**config.mk**
```make
export PLATFORM = sky130hd
export DESIGN_NAME = led_strand_driver
export DESIGN_NICKNAME = d
export VERILOG_FILES = /design/src/rtl/led_strand_driver.sv
export SDC_FILE = /design/constraint.sdc
export NUM_CORES = 1
export LEC_CHECK = 0
export BUFFER_PORTS_ARGS = -buffer_cell sky130_fd_sc_hd__buf_2
export CORE_MARGIN = 2
export CORE_UTILIZATION = 45
export DETAILED_ROUTE_END_ITERATION = 12
export PLACE_DENSITY = 0.62
export SYNTH_ARGS = -nofsm -noshare
export SYNTH_HDL_FRONTEND = slang
export SYNTH_SLANG_ARGS = --single-unit
export TNS_END_PERCENT = 5
```
**constraint.sdc**
```tcl
create_clock -name clk_led -period 7.2 [get_ports clk_led]
set_input_delay 1.08 -clock clk_led [delete_from_list [all_inputs] [get_ports clk_led]]
set_output_delay 1.08 -clock clk_led [all_outputs]
set_load 0.01 [all_outputs]
```
**src/rtl/led_strand_driver.sv**
```systemverilog
// Serial driver for a WS281x-style LED strand: fetches GRB colours from an external
// buffer, emits NRZ-coded bits and closes each frame with a latch gap.
module led_strand_driver #(
   parameter int NUM_LEDS          = 50,
   parameter int LED_ADDRESS_WIDTH = 10,
   parameter int T0H_CYCLES        = 35,
   parameter int T0L_CYCLES        = 90,
   parameter int T1H_CYCLES        = 70,
   parameter int T1L_CYCLES        = 55,
   parameter int RESET_CYCLES      = 6000
) (
   input  logic                         clk_led,
   input  logic                         rst,
   input  logic                         enable,
   output logic [LED_ADDRESS_WIDTH-1:0] next_led_request_address,
   input  logic [7:0]                   green_in,
   input  logic [7:0]                   red_in,
   input  logic [7:0]                   blue_in,
   input  logic                         color_valid,
   output logic                         strand_out,
   output logic                         busy,
   output logic                         frame_done
);

   localparam int MAX_H = (T0H_CYCLES > T1H_CYCLES) ? T0H_CYCLES : T1H_CYCLES;
   localparam int MAX_L = (T0L_CYCLES > T1L_CYCLES) ? T0L_CYCLES : T1L_CYCLES;
   localparam int MAX_B = (MAX_H > MAX_L) ? MAX_H : MAX_L;
   localparam int MAX_T = (MAX_B > RESET_CYCLES) ? MAX_B : RESET_CYCLES;
   localparam int CW    = $clog2(MAX_T + 1);
   localparam int AW    = LED_ADDRESS_WIDTH;
   localparam logic [AW-1:0] LAST_LED = AW'(NUM_LEDS - 1);

   typedef enum logic [2:0] {IDLE, FETCH, BIT_HIGH, BIT_LOW, LATCH_GAP} state_t;

   state_t          state;
   logic [23:0]     shreg;
   logic [4:0]      bit_idx;
   logic [CW-1:0]   cnt;
   logic [AW-1:0]   led_idx;
   logic [1:0]      dwell;
   logic            colour_ready;
   logic            last_bit_done;
   logic            load;
   logic [AW-1:0]   load_idx;
   logic [23:0]     grb_in;

   function automatic logic [CW-1:0] high_len(input logic b);
      return b ? CW'(T1H_CYCLES - 1) : CW'(T0H_CYCLES - 1);
   endfunction

   function automatic logic [CW-1:0] low_len(input logic b);
      return b ? CW'(T1L_CYCLES - 1) : CW'(T0L_CYCLES - 1);
   endfunction

   assign grb_in        = {green_in, red_in, blue_in};
   assign colour_ready  = (dwell == 2'd3) && color_valid;
   assign last_bit_done = (state == BIT_LOW) && (cnt == '0) && (bit_idx == 5'd0);
   // The buffer address always equals the LED about to be loaded, so one load path serves both cases.
   assign load_idx      = (state == FETCH) ? led_idx : led_idx + 1'b1;
   assign load          = colour_ready &&
                          ((state == FETCH) || (last_bit_done && (led_idx != LAST_LED)));

   always_ff @(posedge clk_led) begin
      if (rst) begin
         state                    <= IDLE;
         shreg                    <= '0;
         bit_idx                  <= '0;
         cnt                      <= '0;
         led_idx                  <= '0;
         dwell                    <= '0;
         next_led_request_address <= '0;
         strand_out               <= 1'b0;
         busy                     <= 1'b0;
         frame_done               <= 1'b0;
      end else begin
         frame_done <= 1'b0;
         if (dwell != 2'd3) dwell <= dwell + 2'd1;

         case (state)
            IDLE: begin
               strand_out <= 1'b0;
               if (enable) begin
                  state   <= FETCH;
                  busy    <= 1'b1;
                  led_idx <= '0;
               end
            end
            FETCH: ;
            BIT_HIGH: begin
               if (cnt == '0) begin
                  state      <= BIT_LOW;
                  strand_out <= 1'b0;
                  cnt        <= low_len(shreg[23]);
               end else begin
                  cnt <= cnt - 1'b1;
               end
            end
            BIT_LOW: begin
               if (cnt != '0) begin
                  cnt <= cnt - 1'b1;
               end else if (bit_idx != 5'd0) begin
                  bit_idx    <= bit_idx - 5'd1;
                  shreg      <= {shreg[22:0], 1'b0};
                  cnt        <= high_len(shreg[22]);
                  strand_out <= 1'b1;
                  state      <= BIT_HIGH;
               end else if (led_idx == LAST_LED) begin
                  state                    <= LATCH_GAP;
                  cnt                      <= CW'(RESET_CYCLES - 1);
                  led_idx                  <= '0;
                  next_led_request_address <= '0;
                  if (next_led_request_address != '0) dwell <= '0;
               end
               // otherwise stall low until the next colour is ready
            end
            LATCH_GAP: begin
               if (cnt == '0) begin
                  state      <= IDLE;
                  busy       <= 1'b0;
                  frame_done <= 1'b1;
               end else begin
                  cnt <= cnt - 1'b1;
               end
            end
            default: state <= IDLE;
         endcase

         if (load) begin
            shreg      <= grb_in;
            bit_idx    <= 5'd23;
            cnt        <= high_len(green_in[7]);
            strand_out <= 1'b1;
            state      <= BIT_HIGH;
            led_idx    <= load_idx;
            if (load_idx != LAST_LED) begin
               next_led_request_address <= load_idx + 1'b1;
               dwell                    <= '0;
            end
         end
      end
   end

endmodule

```
==> summary.md <==
| Metric | Value |
|---|---|
| Reg clk slew, reported paths | `about 80 ps` |
| Area added between synthesis and finish | `8.81%` |
| Register area share after synthesis | `0.341` |
| Register-to-Register Path Depth | `9` |
| TritonCTS Sinks | `70` |
| Reg2reg start | `cnt[0]$_SDFFE_PP0P_` |
| Setup violations, final | `0` |
| Final wirelength | `10.4 mm` |
| Critical path required time | `about 7500 ps` |
| Largest net degree at the start of global routing | `around 70` |
| DR iter-0 viols | `237` |
| RSZ-0062 raised after global routing | `false` |
| Hold_sp | `shreg[3]$_SDFFE_PP0P_` |
| DP HPWL | `~6.7 mm` |
| Yosys reg bits | `70` |
| GRT Resource Usage Total | `0.217` |
| Top cells by area, synth | `dfxtp_1 (34%), nand2_1 (7.1%), a21oi_1 (5.6%)` |
| Final net count | `569` |
| Crit path time final | `approximately 3600 ps` |
| Largest area contributor in the netlist | `dfxtp_1` |
| Clk_lat worst skew | `350 ps` |
| Outcome | `complete, no violations` |
| Share of cells above drive strength 1 | `0.156` |
| N_diodes | `0` |
| Die width | `99.5 um` |
| Syn Nets | `548` |
| Rel. slew slack | `0.261` |
| Hold Crit Class | `reg -> reg` |
| Syn. warnings | `0` |
| Cell Rows | `34` |
| Clock skew | `between 6 and 7 ps` |
| CTS tree | `done` |
| Pwr per Cell Area | `~350 mW/mm^2` |
| DR vias | `3,862` |
| Dpl cells | `630` |
| TritonCTS buffer count | `9` |
| Post-synth top area share | `0.341` |
| First-pass GRT wire length | `about 17 mm` |
| Initial antenna violation count | `0` |
| H-Tree Depth | `3` |
| Die Footprint | `0.00991 sq mm` |
| Initial DRT Pass Iterations | `5` |
| LEAKAGE | `0.00163 uW` |
| Core Region | `0.00881 sq mm` |
| Hold Vio Cnt, Final | `0` |
| CP startpoint | `cnt[0]$_SDFFE_PP0P_` |
| Crit share post-route | `0.507` |
| CP Capture Type | `register` |
| Routed vias/inst | `5.98` |
| Most frequent cells after synthesis | `nand2_1 (78), dfxtp_1 (70), nor2_1 (54), a21oi_1 (46), a311oi_1 (22)` |
| Crit path max fanout | `67` |
| Most frequent cell after synthesis | `nand2_1` |
| Antenna Nets Post-Route | `0` |
| Drt drc | `0` |
| Syn Std Cell Area | `roughly 0.0041 sq mm` |
| Slew Viols, Final | `0` |
| Worst-Margin Slew | `1110 ps` |
| Avg Cell Area, Syn | `8.02 sq um` |
| Gr ovfl total | `0` |
| Post-synthesis async set-or-reset flop share | `0` |
| Die Span Y | `~100 um` |
| Crit path DAT | `3930 ps` |
| Post-synthesis cell count | `512` |
| CP startpoint kind | `register` |
| Hold path depth | `2` |
| Number of synthesized flops with an enable pin | `0` |
| Initial Utilization | `0.466` |
| Max Cap Viol | `0` |
| I/O Pins | `41` |
| Wirelength per Cell | `16.1 um` |
| Worst VDD drop | `0.164 mV` |
| Max Clk Rate | `0.274 GHz` |
| Critical path type | `reg -> reg` |
| Placer Congestion | `0.871` |
| Main flop type after synthesis | `dfxtp_1` |
| Cts hold-fix bufs | `0` |
| Number of distinct library cells after synthesis | `70` |
| Post-CTS resize count | `0` |
| Vias in the first global route | `between 3,000 and 4,000` |
| Setup Buffers After CTS | `0` |
| CTS Root Cell | `clkbuf_8` |
| Setup_tns | `0 ps` |
| Clk buf depth | `2` |
| Filler-free cell count of the finished design | `646` |
| PortBufs | `40` |
[power by group]
group,internal [uW],total (uW),switching [uW]
Sequential,435,498,62.8
Combinational,283,754,471
Clock,126,292,165
[cell type report]
| class | count | area (sq um) |
|---|---|---|
| clock buffer | 9 | 124 |
| inverter | 12 | 45.0 |
| multi-input combinational | 397 | 2490 |
| sequential | 70 | 1400 |
| fill | 871 | 4340 |
| timing repair buffer | 43 | 223 |
| clock inverter | 7 | 48.8 |
| tap | 108 | 135 |
[registers in the layout (all words and copies together), names as in the netlist]
signal / flops
busy: 1
shreg: 24
led_idx: 10
state: 3
cnt: 13
strand_out: 1
next_led_request_address: 10
frame_done: 1
bit_idx: 5
dwell: 2
[placed cells by master (no fill, tap or decap), types with 9 or more instances in the layout]
| cell type | count |
|---|---|
| a311oi_1 | 22 |
| a22oi_1 | 10 |
| nor2_1 | 54 |
| clkbuf_8 | 9 |
| o21ai_0 | 12 |
| inv_1 | 12 |
| nand2_1 | 77 |
| nor3_1 | 16 |
| buf_2 | 40 |
| dfxtp_1 | 70 |
| nand3_1 | 16 |
| a21oi_1 | 46 |
| xor2_1 | 12 |
[cell families after synthesis]
group / count (synthesis) / synth area share
adders and majority gates: 8 / 0.0244
xor gates and xnor gates: 20 / 0.0445
DFF: 70 / 0.341
and+or+nand+nor: 227 / 0.290
AOI/OAI and AO/OA: 139 / 0.240
muxes: 3 / 0.00731
buffers and inverters: 45 / 0.0527
[through the flow]
| stage | worst slack (ps) | instance area, sq um | hold slack [ps] | total power, uW | util |
|---|---|---|---|---|---|
| CTS | 3620 | 4470 | 477 | 1540 | 0.507 |
| global placement | 3750 | 4300 | 450 | 1250 | 0.488 |
| detailed placement | 3660 | 4300 | 465 | 1250 | 0.488 |
| floorplan | 4640 | 4110 | 440 | 1110 | - |
| global route | 3200 | 4470 | 491 | 1670 | 0.507 |
| finish | 3550 | 4470 | 475 | 1540 | 0.507 |
[layer usage]
layer  wire length (um)  track usage  up-vias
met1               5110        0.327     1794
li1                   -            -     1920
met3                621       0.0365       12
met2               4510        0.312      136
met4                148       0.0717        0
met5                  0            0        -
[final timing paths]
path | to | slack (ps)
max | next_led_request_address[3]$_SDFF_PP0_ | 3550
min | shreg[3]$_SDFFE_PP0P_ | 480
max reg2reg | next_led_request_address[3]$_SDFF_PP0_ | 3550
min reg2reg | shreg[3]$_SDFFE_PP0P_ | 480
[worst max-delay path, cell delays in order, from the launching register on]
cell and delay [ps]:
dfxtp_1 340, inv_1 110, ha_1 150, nor4b_2 330
nand4_1 830, a21oi_1 650, nand2_2 80, buf_4 330
or4_1 590, a21oi_1 150
No activity file was read; power rests on OpenSTA's default activity.
